$ cat config.mk
export PLATFORM = sky130hd
export DESIGN_NAME = uart_rx_param_flat
export DESIGN_NICKNAME = d
export VERILOG_FILES = /design/src/rtl/uart_rx_param_if.sv /design/src/rtl/uart_rx_param.sv /design/src/flat_wrapper.sv
export SDC_FILE = /design/constraint.sdc
export NUM_CORES = 1
export LEC_CHECK = 0
export BUFFER_PORTS_ARGS = -buffer_cell sky130_fd_sc_hd__buf_2
export CAP_MARGIN = 40
export CORE_ASPECT_RATIO = 0.8
export CORE_MARGIN = 10
export CORE_UTILIZATION = 55
export DETAILED_ROUTE_END_ITERATION = 7
export PLACE_DENSITY = 0.73
export SYNTH_ARGS = -nofsm -noshare
export SYNTH_HDL_FRONTEND = slang
export SYNTH_SLANG_ARGS = --single-unit
$ cat constraint.sdc
create_clock -name CLK -period 2.9 [get_ports CLK]
set_input_delay 0.145 -clock CLK [delete_from_list [all_inputs] [get_ports CLK]]
set_output_delay 0.145 -clock CLK [all_outputs]
set_load 0.005 [all_outputs]
$ cat src/rtl/uart_rx_param_if.sv
// Receive-side word handshake for uart_rx_param: held word, valid/ready and
// per-word status flags.
interface uart_rx_param_if #(
    parameter int DATA_BITS = 8
) ();
    logic [DATA_BITS-1:0] out;
    logic                 valid;
    logic                 ready;
    logic                 parity_err;
    logic                 frame_err;
    logic                 overrun;

    modport master (
        output out, valid, parity_err, frame_err, overrun,
        input  ready
    );

    modport slave (
        input  out, valid, parity_err, frame_err, overrun,
        output ready
    );
endinterface

$ cat src/rtl/uart_rx_param.sv
// Parametrised UART receiver: 2-flop synchroniser, 3-sample majority vote,
// configurable data/parity/stop bits, single holding register with valid/ready.
module uart_rx_param #(
    parameter int CLKS_PER_BIT = 1992,
    parameter int DATA_BITS    = 8,
    parameter int PARITY       = 0,
    parameter int STOP_BITS    = 1
) (
    input  logic            CLK,
    input  logic            RST_N,
    input  logic            in,
    uart_rx_param_if.master bus
);

    localparam int CW = $clog2(CLKS_PER_BIT);
    localparam logic [CW-1:0] HALF_M1   = CW'(CLKS_PER_BIT / 2 - 1);
    localparam logic [CW-1:0] FULL_M1   = CW'(CLKS_PER_BIT - 1);
    localparam logic [2:0]    DATA_LAST = 3'(DATA_BITS - 1);
    localparam logic [2:0]    STOP_LAST = 3'(STOP_BITS - 1);
    localparam logic          ODD       = (PARITY == 1);

    typedef enum logic [2:0] {
        S_IDLE, S_START, S_DATA, S_PARITY, S_STOP, S_BREAK
    } state_t;

    state_t state, state_n;

    logic [1:0]           sync;
    logic [2:0]           hist;
    logic                 rx_s, bit_v;
    logic [CW-1:0]        cnt;
    logic [2:0]           idx;
    logic [DATA_BITS-1:0] shreg;
    logic                 perr_acc, ferr_acc;
    logic                 smp, last_stop;
    logic                 pend, pend_perr, pend_ferr;
    logic [DATA_BITS-1:0] pend_data;
    logic [DATA_BITS-1:0] out_q;
    logic                 valid_q, perr_q, ferr_q, ovr_q;

    assign rx_s  = sync[1];
    assign bit_v = (hist[0] & hist[1]) | (hist[1] & hist[2]) | (hist[0] & hist[2]);

    always_ff @(posedge CLK or negedge RST_N) begin
        if (!RST_N) begin
            sync <= '1;
            hist <= '1;
        end else begin
            sync <= {sync[0], in};
            hist <= {hist[1:0], rx_s};
        end
    end

    always_ff @(posedge CLK or negedge RST_N) begin
        if (!RST_N) state <= S_IDLE;
        else        state <= state_n;
    end

    always_comb begin
        state_n   = state;
        smp       = 1'b0;
        last_stop = 1'b0;
        case (state)
            S_IDLE: if (!rx_s) state_n = S_START;
            S_START: if (cnt == HALF_M1) begin
                smp     = 1'b1;
                state_n = bit_v ? S_IDLE : S_DATA;
            end
            S_DATA: if (cnt == FULL_M1) begin
                smp = 1'b1;
                if (idx == DATA_LAST) state_n = (PARITY != 0) ? S_PARITY : S_STOP;
            end
            S_PARITY: if (cnt == FULL_M1) begin
                smp     = 1'b1;
                state_n = S_STOP;
            end
            S_STOP: if (cnt == FULL_M1) begin
                smp = 1'b1;
                if (idx == STOP_LAST) begin
                    last_stop = 1'b1;
                    state_n   = (ferr_acc || !bit_v) ? S_BREAK : S_IDLE;
                end
            end
            S_BREAK: if (rx_s) state_n = S_IDLE;
            default: state_n = S_IDLE;
        endcase
    end

    // Data shifts in from the top so that after DATA_BITS samples the first
    // (LSB) bit sits at position 0, same result as indexed placement.
    always_ff @(posedge CLK or negedge RST_N) begin
        if (!RST_N) begin
            cnt       <= '0;
            idx       <= '0;
            shreg     <= '0;
            perr_acc  <= 1'b0;
            ferr_acc  <= 1'b0;
            pend      <= 1'b0;
            pend_data <= '0;
            pend_perr <= 1'b0;
            pend_ferr <= 1'b0;
            out_q     <= '0;
            valid_q   <= 1'b0;
            perr_q    <= 1'b0;
            ferr_q    <= 1'b0;
            ovr_q     <= 1'b0;
        end else begin
            cnt <= (state_n != state || smp || state == S_IDLE) ? '0 : cnt + 1'b1;
            if (state_n != state) idx <= '0;
            else if (smp)         idx <= idx + 1'b1;

            if (state == S_IDLE && state_n == S_START) begin
                perr_acc <= 1'b0;
                ferr_acc <= 1'b0;
            end
            if (smp && state == S_DATA)   shreg    <= {bit_v, shreg[DATA_BITS-1:1]};
            if (smp && state == S_PARITY) perr_acc <= ^{shreg, bit_v} ^ ODD;
            if (smp && state == S_STOP && !bit_v) ferr_acc <= 1'b1;

            pend <= last_stop;
            if (last_stop) begin
                pend_data <= shreg;
                pend_perr <= perr_acc;
                pend_ferr <= ferr_acc | ~bit_v;
            end

            if (pend) begin
                if (!valid_q || bus.ready) begin
                    out_q   <= pend_data;
                    perr_q  <= pend_perr;
                    ferr_q  <= pend_ferr;
                    valid_q <= 1'b1;
                    ovr_q   <= 1'b0;
                end else begin
                    ovr_q <= 1'b1;
                end
            end else if (valid_q && bus.ready) begin
                valid_q <= 1'b0;
                perr_q  <= 1'b0;
                ferr_q  <= 1'b0;
                ovr_q   <= 1'b0;
            end
        end
    end

    assign bus.out        = out_q;
    assign bus.valid      = valid_q;
    assign bus.parity_err = perr_q;
    assign bus.frame_err  = ferr_q;
    assign bus.overrun    = ovr_q;

endmodule

$ cat src/flat_wrapper.sv
// flat-port wrapper written by rule: the top's interface ports become plain ports
module uart_rx_param_flat 
#(
    parameter int CLKS_PER_BIT = 1992,
    parameter int DATA_BITS    = 8,
    parameter int PARITY       = 0,
    parameter int STOP_BITS    = 1
)
  (CLK, RST_N, in, bus_out, bus_valid, bus_parity_err, bus_frame_err, bus_overrun, bus_ready);
  uart_rx_param_if #(.DATA_BITS(DATA_BITS)) bus_i ();
  input  logic CLK;
  input  logic RST_N;
  input  logic in;
  output wire logic [$bits(bus_i.out)-1:0] bus_out;
  output wire logic [$bits(bus_i.valid)-1:0] bus_valid;
  output wire logic [$bits(bus_i.parity_err)-1:0] bus_parity_err;
  output wire logic [$bits(bus_i.frame_err)-1:0] bus_frame_err;
  output wire logic [$bits(bus_i.overrun)-1:0] bus_overrun;
  input wire logic [$bits(bus_i.ready)-1:0] bus_ready;
  assign bus_out = bus_i.out;
  assign bus_valid = bus_i.valid;
  assign bus_parity_err = bus_i.parity_err;
  assign bus_frame_err = bus_i.frame_err;
  assign bus_overrun = bus_i.overrun;
  assign bus_i.ready = bus_ready;
  uart_rx_param #(.CLKS_PER_BIT(CLKS_PER_BIT), .DATA_BITS(DATA_BITS), .PARITY(PARITY), .STOP_BITS(STOP_BITS)) u_core (.CLK(CLK), .RST_N(RST_N), .in(in), .bus(bus_i));
endmodule
* After elaboration in Yosys (flattened, before gate mapping) *
Cells that the tools add are included.

storage, ports and cells
  flip-flop bits (word level) = 55
  logic and storage cells = 91

cells by class
  bitwise gates (word level) = 7
  reductions and logical operators = 22
  add/subtract/negate cells = 2
  muxes and demuxes = 32
  equality and inequality tests = 11

operator list
  operator                                                                 count
  3-bit two-way mux                                                        11
  3-bit one-hot mux with 6 select lines                                    1
  1-bit two-way mux                                                        17
  11-bit by 1-bit adder with 11-bit output, second input constant          1
  11-bit by 10-bit equality test with 1-bit output, second input constant  1
  11-bit equality test, second input constant                              1
  11-bit two-way mux                                                       1
  3-bit equality test, second input constant                               3
  9-bit parity                                                             1
  2-bit nonzero test                                                       4
  3-bit by 1-bit equality test with 1-bit output, second input constant    2
  3-bit by 2-bit equality test with 1-bit output, second input constant    2
  1-bit logical AND                                                        6
  3-bit logical NOT                                                        2
  1-bit logical OR                                                         4
  2-bit AND reduction                                                      2
  3-bit by 1-bit adder with 3-bit output, second input constant            1
  1-bit AND                                                                3
  3-bit inequality test                                                    1
  1-bit bitwise OR                                                         3
  3-bit OR reduction                                                       1
  1-bit logical NOT                                                        2
  2-bit two-way mux                                                        1
  2-bit inequality test, second input constant                             1
  other kinds (2)                                                          2

* Logic depth before layout (Yosys ltp) *
Gate-level depths: netlist of the first run.

  depth in word-level cells = 13
  gate-level depth with buffers = 8
  gate-level depth less buffers = 7

* Worst setup path before layout of the first run *
OpenSTA, ideal clock, no wires.

  kind = flip-flop to flip-flop
  from = reg u_core.cnt[0]
  to = reg u_core.shreg[0]
  arrival = 2.118 ns
  path slack = 0.658 ns
  cell stages (with the launch flop) = 8
  clock period less this slack = 2.242 ns
  path buffers = 1
  data required time = 2.775 ns
  cell sequence = dfrtp_1 ha_1 or3b_1 buf_6 nor4_4 o21ai_4 nor3_4 mux2_2

on the way
  cells in the longest elaborated chain, start to end = 4

RTL lines
  element                                                                                          line                  source
  from (decl)                                                                                      uart_rx_param.sv:31   logic [CW-1:0] cnt;
  from (signal assigned)                                                                           uart_rx_param.sv:108  cnt <= (state_n != state || smp || state == S_IDLE) ? '0 : cnt + 1'b1;
  11-bit equality test / 11-bit by 10-bit equality test with 1-bit output (equally long branches)  --
  1-bit two-way mux (on tied branches)                                                             --
  1-bit one-hot mux with 2 select lines (*)                                                        uart_rx_param.sv:63   case (state)
  1-bit logical AND (*)                                                                            uart_rx_param.sv:116  if (smp && state == S_DATA) shreg <= {bit_v, shreg[DATA_BITS-1:1]};
  to (signal assigned)                                                                             uart_rx_param.sv:116
  to (decl)                                                                                        uart_rx_param.sv:33   logic [DATA_BITS-1:0] shreg;

Mark *: on every way between the ends. The rest lies on a longest branch, timed or not.
A chain may end at the register's enable or synchronous reset.

* Worst setup path after layout of the first run *
  from = reg u_core.cnt[0]
  to = reg u_core.shreg[3]

Same word-level chain as after synthesis.

==> metrics.md, run 1 <==
| Metric | Value |
|---|---|
| Die ar. | `7933 µm²` |
| Worst flop-to-flop path endpoint | `u_core.shreg[3]` |
| # rows | `22` |
| Unrepaired setup endpoints after global routing | `no` |
| VDD IR-drop max | `0.0002309 V` |
| RePlAce Congestion | `0.9070` |
| Yosys Warn Count | `0` |
| GRT Residual Overflow | `0` |
| FF+latch count, synth | `55` |
| Wirelength, routed | `4.355 mm` |
| Starting DRT DRC Count | `87` |
| Via count | `1573` |
| Worst R2R Path Depth | `6` |
| N_diodes | `0` |
| Outcome | `complete, no violations` |
| Fmax | `405.3 MHz` |
| Ys flop type | `dfrtp_1` |
| Critical register-to-register path startpoint | `u_core.cnt[0]` |
| HPWL after DPL | `3.174 mm` |
| CP endpoint kind | `flop` |
| Final-report max-slew violation count | `0` |
| # setup viols final | `0` |
| Core Area | `4597 µm²` |
| Post-route clock period utilization | `85.09%` |
| Fin nets | `235` |
| Total Power | `1.242 mW` |
| Clock Latency Late Sink | `310 ps` |
| Worst hold path cell count | `2` |
| Port Buf Inserts | `15` |
| Yosys cell types | `48` |
| Mapped cell area | `2616 µm²` |
| Post-Place Cells | `278` |
| Largest family of logic cells by synthesized area | `simple AND/OR/NAND/NOR gates` |
| Die Y | `81.69 µm` |
| Largest net degree at the start of global routing | `30` |
| Post-Synthesis Net Count | `215` |
| Arrival @ worst endpoint | `2670 ps` |
| Number of clock sinks | `55` |
| Clk_skew | `10.09 ps` |
| Power Dens Cells | `437.4 nW/µm²` |
| Worst setup SP type | `flop` |
| Simple-gate area share of the yosys netlist | `15.26%` |
| Reg2reg setup slack | `430 ps` |
| Post-CTS resize count | `0` |
| # IOs | `16` |
| TritonCTS buffer count | `5` |
| Sequential area share after synthesis | `52.85%` |
| Compound-cell area share of the yosys netlist | `6.504%` |
| Slew @ Worst Pin | `576.3 ps` |
| Routed wire per std cell | `15.12 µm` |
| Area grow syn2layout | `8.513%` |
| Final hold vios | `0` |
| H-tree depth | `2` |
| Initial core utilization | `56.91%` |
| TritonCTS clock tree | `built` |
| Worst Path Required | `3100 ps` |
| Worst min path class | `in2reg` |
| Worst Hold Launch | `bus_ready` |
| Final Non-Filler Cells | `288` |
| CTS root buf | `clkbuf_8` |
| Clock slew at reported path FFs | `100 ps` |
| Syn Area/Cell | `12.64 µm²` |
| First-pass GRT wire length | `7.803 mm` |
| Final hold slack | `64.33 ps` |
| DRC Markers | `0` |
| Fraction of synthesized area in multiplexers | `13.63%` |
| Routed Antenna Nets | `0` |
| Worst Setup Path Type | `reg2reg` |
| End-of-flow core utilization | `61.76%` |
| Final Critical Period | `2467 ps` |
| Chip Width | `97.11 µm` |
| Peak fanout along the critical path | `8` |
| Final setup margin | `432.5 ps` |
| Deepest clock path buffer count | `2` |
| Cells after synthesis | `207` |
| Vias in the first global route | `1652` |
| Final setup TNS | `0 ps` |
| Area after DPL | `2721 µm²` |
| Fin area | `2839 µm²` |
| Async SR Flop Fraction | `100.0%` |
| Share of cells above drive strength 1 | `28.95%` |
| Number of flops mapped to enable cells by yosys | `0` |
| Headroom to the max-slew limit | `61.58%` |
| Dpl ws | `419.5 ps` |
| All-Layer GR Usage | `11.81%` |
| Vias/cell | `5.462` |
| Max-Cap Viols | `0` |
| Post-Synth Adder-Cell Area | `2.296%` |
| Post-Synth XOR/XNOR Area | `6.026%` |
| WHS Endpoint | `u_core.bus.overrun` |
| Initial antenna violation count | `0` |
| Leakage power total | `1.346 nW` |
| TritonRoute pass-1 iters | `4` |
-- critical path, stage by stage, from the launching register on --
cell	delay, ps
dfrtp_1	400
ha_1	210
or3b_1	500
nor4_4	340
o21ai_4	180
nor3_4	350
mux2_2	380
-- worst max path at each step --
stage	from	end	slack, ps
global placement	u_core.cnt[0]	u_core.cnt[3]	480
global route	u_core.cnt[0]	u_core.shreg[3]	240
floorplan	u_core.cnt[0]	u_core.shreg[0]	660
CTS	u_core.cnt[0]	u_core.shreg[3]	400
finish	u_core.cnt[0]	u_core.shreg[3]	430
detailed placement	u_core.cnt[0]	u_core.shreg[0]	420
-- cells in the mapped netlist, types with 2 or more instances --
| cell type | number | area share, % |
|---|---|---|
| inv_1 | 6 | 0.86 |
| o21ai_0 | 6 | 1.1 |
| dfrtp_1 | 50 | 48 |
| or3_1 | 2 | 0.48 |
| nor3_1 | 17 | 3.3 |
| dfstp_2 | 5 | 5.0 |
| mux2_4 | 4 | 2.3 |
| a21oi_1 | 2 | 0.38 |
| or3b_1 | 2 | 0.67 |
| nor2_1 | 6 | 0.86 |
| mux2i_1 | 6 | 2.3 |
| ha_1 | 4 | 1.9 |
| nand3_1 | 4 | 0.77 |
| xnor2_1 | 12 | 4.0 |
| buf_6 | 5 | 2.2 |
| xor2_1 | 6 | 2.0 |
| a32oi_1 | 2 | 0.67 |
| nand2_1 | 11 | 1.6 |
| nand4_1 | 3 | 0.72 |
| nand2b_1 | 5 | 1.2 |
| mux2_2 | 21 | 9.0 |
| and3_1 | 2 | 0.48 |
-- cell type report --
class	instances	area (µm²)
Inverter	6	22.52
Multi-Input combinational cell	139	1144
Tap cell	60	75.07
Sequential cell	55	1383
Timing Repair Buffer	20	117.6
Clock buffer	5	68.82
Clock inverter	3	28.78
Fill cell	359	1758
-- placed cells by master (no fill, tap or decap), drive strengths merged, types with 2 or more instances in the layout --
cell,instances
a21oi,2
nor2,6
nor3,18
dfrtp,50
clkinv,2
clkbuf,5
mux2i,6
o21ai,7
dlygate4sd3,2
xnor2,12
ha,4
dfstp,5
or3b,2
or4,2
buf,18
nand4,3
a32oi,2
or3,2
and3,2
nor4,2
nand2b,5
nor2b,2
mux2,25
nand3,4
inv,7
nand2,12
xor2,6
-- state kept, by name (all words and copies together), names as in the netlist --
signal,count
u_core.pend_data,8
u_core.pend_perr,1
u_core.perr_acc,1
u_core.hist,3
u_core.idx,3
u_core.ferr_acc,1
u_core.bus.overrun,1
u_core.sync,2
u_core.bus.parity_err,1
u_core.pend,1
u_core.pend_ferr,1
u_core.state,3
u_core.bus.frame_err,1
u_core.cnt,11
u_core.bus.out,8
u_core.shreg,8
u_core.bus.valid,1
-- layer usage --
layer / track usage, % / vias to the layer above / wire length (µm)
met4: 5.147 / 0 / 70
met1: 15.81 / 759 / 2201
met3: 3.523 / 8 / 227
met2: 17.47 / 28 / 1856
met5: 0 / - / 0
li1: - / 778 / -
-- cells by family after synthesis --
| group | count (synthesis) |
|---|---|
| buf+inv | 13 |
| flops | 55 |
| xor+xnor | 18 |
| simple gates | 65 |
| compound gates | 20 |
| mux | 31 |
| fa+ha+maj | 5 |
-- power breakdown --
part	leakage, nW	internal (mW)	switching, mW	total (mW)
Combinational	0.575	0.00788	0.0193	0.0272
Sequential	0.721	0.773	0.00242	0.775
Clock	0.0502	0.179	0.260	0.439
Total	1.35	0.960	0.282	1.24
-- timing repair --
item                      CTS  global route
hold endpoints to repair   24             0
setup buffers               0             0
hold buffers                2             0
No activity file was read; power rests on OpenSTA's default activity.
==> run 2, diff against run 1 <==
--- a/config.mk
+++ b/config.mk
@@ -5,6 +5,7 @@
 export SDC_FILE = /design/constraint.sdc
 export NUM_CORES = 1
 export LEC_CHECK = 0
+export ABC_AREA = 1
 export BUFFER_PORTS_ARGS = -buffer_cell sky130_fd_sc_hd__buf_2
 export CAP_MARGIN = 40
 export CORE_ASPECT_RATIO = 0.8
==> run 2 against run 1 <==
Against the previous run: area after synthesis grew 1.1%; register-to-register slack improved by 500 ps; core utilization is 0.99 points higher; combinational power increased by 7%; critical path depth is 5 higher; clock power about the same; final cell count up 28%; wire length grew 6.8%; maximum frequency increased by 25%; synthesized cell count increased by 38%; first-iteration DRC count increased by 24%; non-clock buffer count decreased by 1.
==> metrics.md, run 2 <==
| Metric | Value |
|---|---|
| Filler cells | `414` |
| Final Non-Filler Cells | `369` |
| Unrepaired setup endpoints after global routing | `no` |
| Worst min path class | `in2reg` |
| Die Y | `82.01 µm` |
| Async SR Flop Fraction | `100.0%` |
| Final setup margin | `932.5 ps` |
| Via count | `1817` |
| Post-synth top area share | `47.33%` |
| CP max stage delay | `420 ps` |
| Slowest CP cell | `dfrtp_1` |
| Number of clock sinks | `55` |
| # setup viols final | `0` |
| Clock slew at reported path FFs | `110 ps` |
| CP endpoint kind | `flop` |
| TritonCTS clock tree | `built` |
| Peak fanout along the critical path | `11` |
| Area grow syn2layout | `9.749%` |
| DRC Markers | `0` |
| Crit path buf inv count | `1` |
| Power Dens Cells | `427.8 nW/µm²` |
| Slew @ Worst Pin | `718.4 ps` |
| GRT Residual Overflow | `0` |
| Synth top cells by count | `nand2_1 (55), dfrtp_1 (50), inv_1 (31), nand3_1 (20), nor2_1 (19)` |
| Post-CTS resize count | `0` |
| N_diodes | `0` |
| Initial antenna violation count | `0` |
| CTS root buf | `clkbuf_8` |
| Multi-input logic area | `1090 µm²` |
| Syn Area/Cell | `9.244 µm²` |
| Max-Cap Viols | `0` |
| FF+latch count, synth | `55` |
| Clk_skew | `10.58 ps` |
| Vias in the first global route | `1852` |
| Most common cell in the netlist | `nand2_1` |
| Yosys cell types | `28` |
| Area leader, netlist | `dfrtp_1` |
| Largest cells by area after synthesis | `dfrtp_1 (47%), nand2_1 (7.8%), dfstp_2 (5.0%)` |
| VDD IR-drop max | `0.0002066 V` |
| Final hold vios | `0` |
| Fin area | `2902 µm²` |
| # rows | `22` |
| Cells after synthesis | `286` |
| Leakage power total | `1.455 nW` |
| Ys flop type | `dfrtp_1` |
| TritonRoute pass-1 iters | `4` |
| Post-CTS Repair Setup Buffers | `0` |
| Core Area | `4624 µm²` |
| Routed wire per std cell | `12.60 µm` |
| Dpl ws | `929.9 ps` |
| Final-report max-slew violation count | `0` |
| Most frequent cells in the layout | `nand2_1 (55), dfrtp_1 (50), inv_1 (31)` |
| Port Buf Inserts | `15` |
| Chip Width | `97.52 µm` |
| Largest net degree at the start of global routing | `30` |
| # IOs | `16` |
| Vias/cell | `4.924` |
| Largest register FFs | `11` |
| Most flops, register | `u_core.cnt` |
| Crit path top cell by count | `nand2_2` |
| Worst Path Required | `3140 ps` |
| CP top delay family | `simple AND/OR/NAND/NOR gates` |
| Post-route clock period utilization | `67.85%` |
| TritonCTS buffer count | `5` |
| Number of flops mapped to enable cells by yosys | `0` |
| Sequential area share after synthesis | `52.30%` |
| Area after DPL | `2785 µm²` |
| Mapped cell area | `2644 µm²` |
| Crit-path cells | `ha_1, nand2_2, clkinv_2, nand3_2, nor2_4, nand4_4, nand2_2, nand2_2, nand2_2, nand3_2, nor2_1` |
| Reg area | `1383 µm²` |
| Fin nets | `316` |
| HPWL after DPL | `3.598 mm` |
| Worst setup SP type | `flop` |
| Die ar. | `7997 µm²` |
| All-Layer GR Usage | `12.76%` |
| First-pass GRT wire length | `8.452 mm` |
| Post-Synthesis Net Count | `294` |
| End-of-flow core utilization | `62.74%` |
| Routed Antenna Nets | `0` |
| Commonest non-fill, non-tap cell in the layout | `nand2_1` |
| Worst Setup Path Type | `reg2reg` |
| Final setup TNS | `0 ps` |
| Final Critical Period | `1968 ps` |
| Headroom to the max-slew limit | `51.67%` |
| Initial core utilization | `57.17%` |
| Share of cells above drive strength 1 | `25.89%` |
| Fmax | `508.3 MHz` |
| H-tree depth | `2` |
| Final hold slack | `133.6 ps` |
| RePlAce Congestion | `0.9228` |
| Post-Place Cells | `359` |
| Yosys Warn Count | `0` |
| Arrival @ worst endpoint | `2200 ps` |
| Total Power | `1.241 mW` |
| Clock Latency Late Sink | `310 ps` |
| Wirelength, routed | `4.649 mm` |
| Outcome | `complete, no violations` |
| Deepest clock path buffer count | `2` |
| Starting DRT DRC Count | `108` |
## run 2: cell count changes after synthesis, sizes merged, moves of 7 or more
cell,delta
o21ai,+15
nor3,-14
nand3,+19
xnor2,-8
inv,+32
nand2,+53
nor2,+32
xor2,+7
mux2,-17
## run 2: layout make-up
type                    instances  area share, %
inverters                      39          5.088
multi-input cells             188          37.56
well taps                      60          2.587
repair buffers                 19          3.795
clock inverters                 3         0.9487
clock buffers                   5          2.372
flip-flops and latches         55          47.65
## run 2: kinds of logic (layout without fill, tap and decap cells)
kind of cell / after synthesis / count (layout) / share of synthesized area [%]
flops: 55 / 55 / 52.30
simple gates: 135 / 135 / 25.37
mux: 8 / 8 / 3.408
buf+inv: 43 / 66 / 6.484
compound gates: 24 / 24 / 4.922
fa+ha+maj: 4 / 4 / 1.893
xor+xnor: 17 / 17 / 5.632
## run 2: timing repair
item,in CTS,in global routing
hold endpoints to repair,22,0
hold buffers,2,0
setup endpoints to repair,0,0
## run 2: where the power goes
part | internal (mW) | switching, mW | total, mW
registers | 0.773 | 0.00186 | 0.775
logic | 0.00772 | 0.0214 | 0.0291
clock network | 0.178 | 0.260 | 0.437
total | 0.958 | 0.283 | 1.24
## run 2: tightest hold or removal path, cell delays in order
cell     delay, ps
buf_2           80
inv_1           30
nand2_1         90
nand2_1         60
## run 2: path summary, 6_finish.rpt
check	start	end	slack, ps	depth (start not counted)
max	u_core.cnt[0]	u_core.cnt[10]	930	11
min	bus_ready	u_core.bus.valid	130	4
max reg2reg	u_core.cnt[0]	u_core.cnt[10]	930	11
min reg2reg	u_core.sync[0]	u_core.sync[1]	360	0
max in group asynchronous	RST_N	u_core.perr_acc	2130	3
min in group asynchronous	RST_N	u_core.cnt[3]	190	2
## run 2: per-layer routing
metal	routed length [µm]	vias up	track usage, %
met5	0	-	0
met3	242	5	3.356
met2	1898	39	19.34
met1	2463	825	17.75
met4	45	0	3.478
li1	-	948	-
==> run 3, diff against run 2 <==
--- a/config.mk
+++ b/config.mk
@@ -5,7 +5,7 @@
 export SDC_FILE = /design/constraint.sdc
 export NUM_CORES = 1
 export LEC_CHECK = 0
-export ABC_AREA = 1
+export ABC_AREA = 0
 export BUFFER_PORTS_ARGS = -buffer_cell sky130_fd_sc_hd__buf_2
 export CAP_MARGIN = 40
 export CORE_ASPECT_RATIO = 0.8
==> constraint.sdc (replaced) <==
create_clock -name CLK -period 1.9 [get_ports CLK]
set_input_delay 0.095 -clock CLK [delete_from_list [all_inputs] [get_ports CLK]]
set_output_delay 0.095 -clock CLK [all_outputs]
set_load 0.005 [all_outputs]
==> run 3 against run 2 <==
Against the previous run: the flow now finishes with violations (setup timing); power increased by 65%; via count decreased by 0.88%; flip-flop and latch count unchanged; clock skew decreased by 2.5 ps; clock power increased by 86%; die area decreased by 0.80%; final cell count decreased by 12%.
==> metrics.md, run 3 (same netlist as run 1, synthesis figures left out) <==
| Metric | Value |
|---|---|
| First-pass GRT wire length | `9.390 mm` |
| Post-route clock period utilization | `115.0%` |
| Vias/cell | `5.542` |
| Final setup margin | `-284.7 ps` |
| # IOs | `16` |
| Reg2reg setup slack | `-280 ps` |
| Arrival @ worst endpoint | `2400 ps` |
| Clock group share of total power | `39.8%` |
| Die Y | `81.69 µm` |
| Comb power frac | `2.4%` |
| Commonest non-fill, non-tap cell in the layout | `dfrtp_1` |
| Pint | `1.630 mW` |
| TritonCTS buffer count | `5` |
| Sequential cell fraction of total power | `57.8%` |
| Wirelength, routed | `5.447 mm` |
| Crit path buf inv count | `0` |
| Filler cells | `303` |
| Power Dens Cells | `618.4 nW/µm²` |
| Fin area | `3311 µm²` |
| VDD IR-drop max | `0.0005590 V` |
| Slowest CP cell | `or4_4` |
| Chip Width | `97.11 µm` |
| Final Critical Period | `2185 ps` |
| CP max stage delay | `550 ps` |
| Routed wire per std cell | `16.76 µm` |
| H-tree depth | `2` |
| CP endpoint kind | `flop` |
| End-of-flow core utilization | `72.02%` |
| Most frequent cells in the layout | `dfrtp_1 (50), buf_4 (33), mux2_2 (21)` |
| Largest net degree at the start of global routing | `31` |
| Worst min path class | `in2reg` |
| Largest register FFs | `11` |
| Starting DRT DRC Count | `123` |
| Outcome | `finished, violations left` |
| Area after DPL | `3014 µm²` |
| # rows | `22` |
| Fmax | `457.7 MHz` |
| Vias in the first global route | `1871` |
| Clk_skew | `8.109 ps` |
| Slew @ Worst Pin | `606.9 ps` |
| Peak fanout along the critical path | `6` |
| Via count | `1801` |
| Crit-path cells | `ha_2, or3b_4, or4_4, a211o_4, nand2_4, nor3_1` |
| Share of cells above drive strength 1 | `44.91%` |
| Die ar. | `7933 µm²` |
| CP top delay family | `simple AND/OR/NAND/NOR gates` |
| Final hold vios | `0` |
| Port Buf Inserts | `15` |
| # setup viols final | `36` |
| Max-Cap Viols | `0` |
| Initial core utilization | `56.91%` |
| TritonRoute pass-1 iters | `4` |
| DRC Markers | `0` |
| Core Area | `4597 µm²` |
| RePlAce Congestion | `0.8067` |
| HPWL after DPL | `3.878 mm` |
| Area grow syn2layout | `26.54%` |
| Deepest clock path buffer count | `2` |
| Net Switching | `0.4175 mW` |
| Fin nets | `272` |
| TritonCTS clock tree | `built` |
| Worst setup SP type | `flop` |
| Headroom to the max-slew limit | `59.54%` |
| Worst Setup Path Type | `reg2reg` |
| All-Layer GR Usage | `14.55%` |
| Routed Antenna Nets | `0` |
| Number of clock sinks | `55` |
| Clock Latency Late Sink | `310 ps` |
| CTS root buf | `clkbuf_8` |
| Failing checks | `setup timing` |
| Leakage power total | `1.562 nW` |
| Clock slew at reported path FFs | `100 ps` |
| GRT Residual Overflow | `0` |
| Initial antenna violation count | `0` |
| N_diodes | `0` |
| Switching share of power | `20.39%` |
| Worst Path Required | `2110 ps` |
| Unrepaired setup endpoints after global routing | `yes` |
| Most flops, register | `u_core.cnt` |
| Final-report max-slew violation count | `0` |
==> run 3: area by class of cell <==
| type | count | area (µm²) | area share [%] |
|---|---|---|---|
| clock buffers | 6 | 82.58 | 2.494 |
| multi-input cells | 140 | 1260 | 38.06 |
| clock inverters | 2 | 38.79 | 1.172 |
| inverters | 6 | 22.52 | 0.6803 |
| repair buffers | 56 | 449.2 | 13.57 |
| flip-flops and latches | 55 | 1383 | 41.76 |
| well taps | 60 | 75.07 | 2.268 |
==> run 3: path summary, 6_finish.rpt <==
path / startpoint / depth (start not counted) / to
max in group asynchronous: RST_N / 3 / u_core.shreg[3]
max: u_core.cnt[0] / 6 / u_core.cnt[8]
min reg2reg: u_core.sync[0] / 0 / u_core.sync[1]
min: bus_ready / 2 / u_core.bus.overrun
max reg2reg: u_core.cnt[0] / 6 / u_core.cnt[8]
min in group asynchronous: RST_N / 2 / u_core.cnt[2]
==> run 3: worst register-to-register path, delay by kind of cell (launching register included) <==
kind | cells | cell delay (ps)
AOI/OAI and AO/OA | 1 | 380
and+or+nand+nor | 4 | 1160
adders and majority gates | 1 | 180
DFF | 1 | 370
==> run 3: metrics by stage <==
step | total power, mW | cells | setup slack, ps | setup TNS (ps) | hold WS, ps
after floorplan | 1.215 | 207 | -333.5 | -6665 | -200.6
after global placement | 1.250 | 304 | -337.4 | -8790 | 113.4
after detailed placement | 1.252 | 304 | -374.1 | -9966 | 133.1
after CTS | 2.064 | 322 | -276.7 | -7721 | 15.18
after global routing | 2.117 | 325 | -353.4 | -10580 | 27.45
final | 2.047 | 325 | -284.7 | -8050 | 21.61
==> run 3: routing by layer <==
layer	vias up	wire length [µm]	track usage [%]
met4	0	65	4.412
met1	910	2711	19.35
li1	852	-	-
met3	8	200	3.188
met5	-	0	0
met2	31	2471	23.53
==> run 3: power by group through the flow <==
stage          Combinational, mW  Clock, mW  Sequential, mW
2_1_floorplan             0.0100          0            1.20
3_3_place_gp              0.0442          0            1.21
3_5_place_dp              0.0469          0            1.21
4_1_cts                   0.0503      0.831            1.18
5_1_grt                   0.0558      0.877            1.18
6_report                  0.0492      0.815            1.18
==> run 3: what timing repair did <==
item,4_1_cts,5_1_grt
gates resized for setup,9,4
endpoints found under the setup margin,35,37
endpoints found under the hold margin,21,0
hold buffers,2,0
buffers inserted,7,3
cloned,1,0
pin swaps,6,3
